--- src/rtl/bcd_to_7seg.sv ---
// bcd_to_7seg: registered 4-bit code to seven-segment decoder with lamp test,
// blanking, ripple-blank chaining and optional common-anode output polarity.
// Segment order on o_led is {A,B,C,D,E,F,G}, A in bit 6.
// Build option: define BCD_TO_7SEG_HEX_FONT_EN to show hex glyphs for codes
// A-F; otherwise codes A-F use the Code-B font (-, E, H, L, P, blank).
module bcd_to_7seg #(
   parameter bit ACTIVE_LOW = 1'b0
) (
   input  logic       i_clk,
   input  logic       i_reset_n,
   input  logic       i_en,
   input  logic [3:0] i_bcd,
   input  logic       i_dp,
   input  logic       i_blank,
   input  logic       i_lamp_test,
   input  logic       i_rbi_n,
   output logic [6:0] o_led,
   output logic       o_dp,
   output logic       o_rbo_n
);

   logic [6:0] font_w;
   logic [6:0] led_d, led_q;
   logic       dp_d, dp_q;
   logic       rbo_n_d, rbo_n_q;

   // Glyph lookup for the incoming code (active-high segments)
   always_comb begin
      // NOTE: default assigned first so every path drives font_w; no latch.
      font_w = 7'h00;
      case (i_bcd)
         4'h0:    font_w = 7'h7E;
         4'h1:    font_w = 7'h30;
         4'h2:    font_w = 7'h6D;
         4'h3:    font_w = 7'h79;
         4'h4:    font_w = 7'h33;
         4'h5:    font_w = 7'h5B;
         4'h6:    font_w = 7'h5F;
         4'h7:    font_w = 7'h70;
         4'h8:    font_w = 7'h7F;
         4'h9:    font_w = 7'h7B;
`ifdef BCD_TO_7SEG_HEX_FONT_EN
         4'hA:    font_w = 7'h77;  // A
         4'hB:    font_w = 7'h1F;  // b
         4'hC:    font_w = 7'h4E;  // C
         4'hD:    font_w = 7'h3D;  // d
         4'hE:    font_w = 7'h4F;  // E
         4'hF:    font_w = 7'h47;  // F
`else
         4'hA:    font_w = 7'h01;  // '-'
         4'hB:    font_w = 7'h4F;  // 'E'
         4'hC:    font_w = 7'h37;  // 'H'
         4'hD:    font_w = 7'h0E;  // 'L'
         4'hE:    font_w = 7'h67;  // 'P'
         4'hF:    font_w = 7'h00;  // blank
`endif
         default: font_w = 7'h00;
      endcase
   end

   // Next display value: lamp test beats blank beats ripple blank beats decode
   always_comb begin
      led_d   = font_w;
      dp_d    = i_dp;
      rbo_n_d = 1'b1;
      if (i_lamp_test) begin
         led_d = 7'h7F;
         dp_d  = 1'b1;
      end else if (i_blank) begin
         led_d = 7'h00;
         dp_d  = 1'b0;
      end else if (!i_rbi_n && (i_bcd == 4'h0)) begin
         // Leading zero suppressed; tell the next digit it may blank too.
         led_d   = 7'h00;
         rbo_n_d = 1'b0;
      end
   end

   // Output register: synchronous reset overrides enable; hold when disabled
   always_ff @(posedge i_clk) begin
      // NOTE: non-blocking assignments so all three registers update together.
      if (!i_reset_n) begin
         led_q   <= 7'h00;
         dp_q    <= 1'b0;
         rbo_n_q <= 1'b1;
      end else if (i_en) begin
         led_q   <= led_d;
         dp_q    <= dp_d;
         rbo_n_q <= rbo_n_d;
      end
   end

   // Display polarity applied after the register; ripple-blank is logic, not a segment
   assign o_led   = ACTIVE_LOW ? ~led_q : led_q;
   assign o_dp    = ACTIVE_LOW ? ~dp_q  : dp_q;
   assign o_rbo_n = rbo_n_q;

endmodule

--- config.mk ---
export PLATFORM = sky130hd
export DESIGN_NAME = bcd_to_7seg
export DESIGN_NICKNAME = d
export VERILOG_FILES = /design/src/rtl/bcd_to_7seg.sv
export SDC_FILE = /design/constraint.sdc
export NUM_CORES = 1
export LEC_CHECK = 0
export CAP_MARGIN = 20
export CORE_ASPECT_RATIO = 1.1
export CORE_MARGIN = 10
export CORE_UTILIZATION = 44
export CTS_CLUSTER_DIAMETER = 40
export DETAILED_ROUTE_END_ITERATION = 8
export PLACE_DENSITY = 0.76
export SYNTH_ARGS = -nofsm -noshare
export SYNTH_HDL_FRONTEND = slang
export SYNTH_SLANG_ARGS = --single-unit
export TNS_END_PERCENT = 5
--- constraint.sdc ---
create_clock -name i_clk -period 1.65 [get_ports i_clk]
set_input_delay 0.33 -clock i_clk [delete_from_list [all_inputs] [get_ports i_clk]]
set_output_delay 0.33 -clock i_clk [all_outputs]
set_load 0.05 [all_outputs]
==> results.md <==
- Hold-fix buffers, CTS: 0
- # rows: 14
- Worst Clk Skew: 0 ns
- Pwr Density: roughly 670 nW/um^2
- Crit Path Class: in2reg
- Worst-Margin Slew: 0.4175 ns
- Initial DRT Pass Iterations: 4
- Worst Min Path Start: o_led[2]
- Post-synth EDFFs: 0
- Wirelength, routed: 1838 um
- Unique cell type count in the Yosys netlist: 31
- Final hold viol count: 0
- Max Slew Vio Count: 0
- Max-Cap Viols: 0
- R2R Path End: o_led[6]
- Status: complete, no violations
- Largest family of logic cells by synthesized area: compound AO/OA/AOI/OAI gates
- XOR/XNOR Fraction of Synth Area: 0
- Slew HR: 0.7210
- Die Y: 60.33 um
- Root buffer cell: clkbuf_4
- CTS max path bufs: 2
- Die area: 3419 um^2
- Hold path depth: 2
- Origin of the worst setup path: i_bcd[3]
- Cell Area, Synth: 650.6 um^2
- Sw frac: 0.3388
- CTS tree: done
- Maximum vdd drop: 0.2974 mV
- DR DRC count: 0
- Adder-cell share of the synthesized area: 0.1346
- DR WL/cell: 14.36 um
- Crit share post-route: 0.9271
- Antenna violations before repair: 0
- Final setup vio count: 0
- Mapped Nets: 94
- Worst hold endpoint: o_led[2]
- Comb pwr share: 0.372
- Setup TNS: 0 ns
- HP Class: reg2reg
- Vias in the first global route: 688
- Clk Latency, worst-skew pair: 0.26 ns
- Die width: ~57 um
- P_sw: 221.4 uW
- # diodes: 0
- Nets: 131
- WP data arrival: 1.70 ns
- Upper clock frequency limit: between 600 and 700 MHz
- Vias per cell: 5.383
- Share of layout cells above drive strength 1: 0.3214
- RSZ-0062 raised after global routing: no
- Drt first-iter violations: 17
- Detailed Place HPWL: 1369 um
- Vias: 689
- Syn Area/Cell: 8.561 um^2
- Reg2reg setup slack: 0.94 ns
- Largest net degree at the start of global routing: 15
- Critical path launch point type: primary input
- Final Core Density: 0.7043
- Gpl congestion: 0.8194
- Min cycle time layout: between 1.5 and 2 ns
- Endpoint class of the critical path: flip-flop
- Req. time, crit path: 1.82 ns
- PortBufs: 19
- Fillers: 130
- LEAKAGE: 0.4404 nW
- Synth Warn #: 0
- Number of CTS-inserted buffers: 3
- Int Pwr: 432.1 uW
- Seq/Total Area, Yosys: 0.2769
- First-pass GRT wire length: 3029 um
- Depth of the most critical reg-to-reg path: 2
- Synth Area in Simple Gates: 0.2000
- Global route total overflow: 0
- Ys async rst share: 0
- Synth Flop Type: dfxtp_1
- Post-Synthesis Cells: between 70 and 80
- Antenna Nets Post-Route: 0
- Core Footprint: 1384 um^2
- Yosys reg bits: 9
- I/O Pins: 20
- GRT Overall Usage: 0.1096
- H-tree Lvls: 1
- Sequential Power Share: 0.369
- Portion of netlist area occupied by mux cells: 0.08462
- Area growth syn-to-layout: 49.81%
- CTS Sinks: 9
- Compound-Gate Fraction of Synth Area: 0.2500
- Critical R2R Launch: o_led[6]
- Clock power frac: 0.259
- CP max FO: 5
- Clock transition at path regs: 0.06 ns
- Initial Util: 0.4702
-- cell usage in the layout, fill, tap and decap left out, drive strengths merged, types with 3 or more instances in the layout --
master | Yosys | final
inv | 4 | 4
ha | 7 | 7
clkdlybuf4s50 | 0 | 8
or2b | 3 | 3
o21ai | 7 | 7
clkbuf | 1 | 4
nand2 | 6 | 6
dfxtp | 9 | 9
mux2i | 4 | 4
buf | 2 | 25
nor2 | 10 | 10
a21oi | 4 | 4
-- registers in the layout (all words and copies together) (netlist names) --
| name | cells |
|---|---|
| o_led | 7 |
| o_dp | 1 |
| o_rbo_n | 1 |
-- worst max path at each step --
stage               endpoint  slack (ns)
CTS                 o_led[3]        0.11
floorplan           o_led[0]        0.24
detailed placement  o_led[1]       -0.33
global placement    o_led[1]       -0.27
global route        o_led[3]        0.03
finish              o_led[3]        0.12
-- cells by family (layout without fill, tap and decap cells) --
logic type	Yosys count	in the layout
adders and majority gates	7	7
and+or+nand+nor	25	25
DFF	9	9
AOI/OAI and AO/OA	23	23
buffers and inverters	7	43
muxes	5	5
-- power by group through the flow --
stage	Clock, mW	Sequential (mW)	Combinational (mW)
final	0.169	0.241	0.243
after global routing	0.183	0.243	0.261
after CTS	0.174	0.241	0.242
after detailed placement	0	0.245	0.235
after global placement	0	0.244	0.233
after floorplan	0	0.300	0.0790
-- cell type report --
cell class | instances | area [um^2] | area share
Tap cell | 16 | 20.02 | 0.02054
Multi-Input combinational cell | 60 | 447.9 | 0.4596
Inverter | 4 | 15.01 | 0.01540
Clock buffer | 4 | 26.28 | 0.02696
Timing Repair Buffer | 35 | 285.3 | 0.2927
Sequential cell | 9 | 180.2 | 0.1849
-- stage by stage --
step / cells / total power, mW / worst slack [ns] / area (um^2) / hold slack, ns
2_1_floorplan: 76 / 0.3787 / 0.2391 / 650.6 / 0.3919
3_3_place_gp: 123 / 0.4772 / -0.2745 / 930.9 / 0.4613
3_5_place_dp: 123 / 0.4804 / -0.3322 / 930.9 / 0.4686
4_1_cts: 128 / 0.6575 / 0.1089 / 974.7 / 0.4773
5_1_grt: 128 / 0.6877 / 0.02831 / 974.7 / 0.5016
6_report: 128 / 0.6535 / 0.1203 / 974.7 / 0.4764
-- cell usage after synthesis, types with 2 or more instances --
master	count	share of area
nand2b_1	2	0.019
o21ai_0	6	0.046
ha_1	7	0.13
or2b_1	2	0.023
inv_1	4	0.023
a31oi_1	2	0.019
mux2i_1	4	0.062
dfxtp_1	9	0.28
nand2_1	6	0.035
nor2_1	10	0.058
a21oi_1	3	0.023
o22ai_1	2	0.019
-- routing by layer --
metal / routed length (um) / vias up / global-route usage / part of all wire
met5: 0 / - / 0 / 0
met2: 917 / 32 / 0.2053 / 0.50
li1: - / 347 / - / -
met4: 38 / 0 / 0.07904 / 0.021
met1: 730 / 306 / 0.1038 / 0.40
met3: 152 / 4 / 0.02714 / 0.083
-- repair_timing --
action | 4_1_cts | 5_1_grt
gates resized for setup | 5 | 0
setup endpoints to repair | 3 | 0
buffers inserted | 1 | 0
endpoints found under the hold margin | 0 | 0
-- worst max-delay path, stage by stage --
cell             delay, ns
clkdlybuf4s50_1       0.58
buf_4                 0.17
mux2i_1               0.23
o311ai_2              0.11
a311oi_1              0.27
Power figures use the tool's default switching activity.
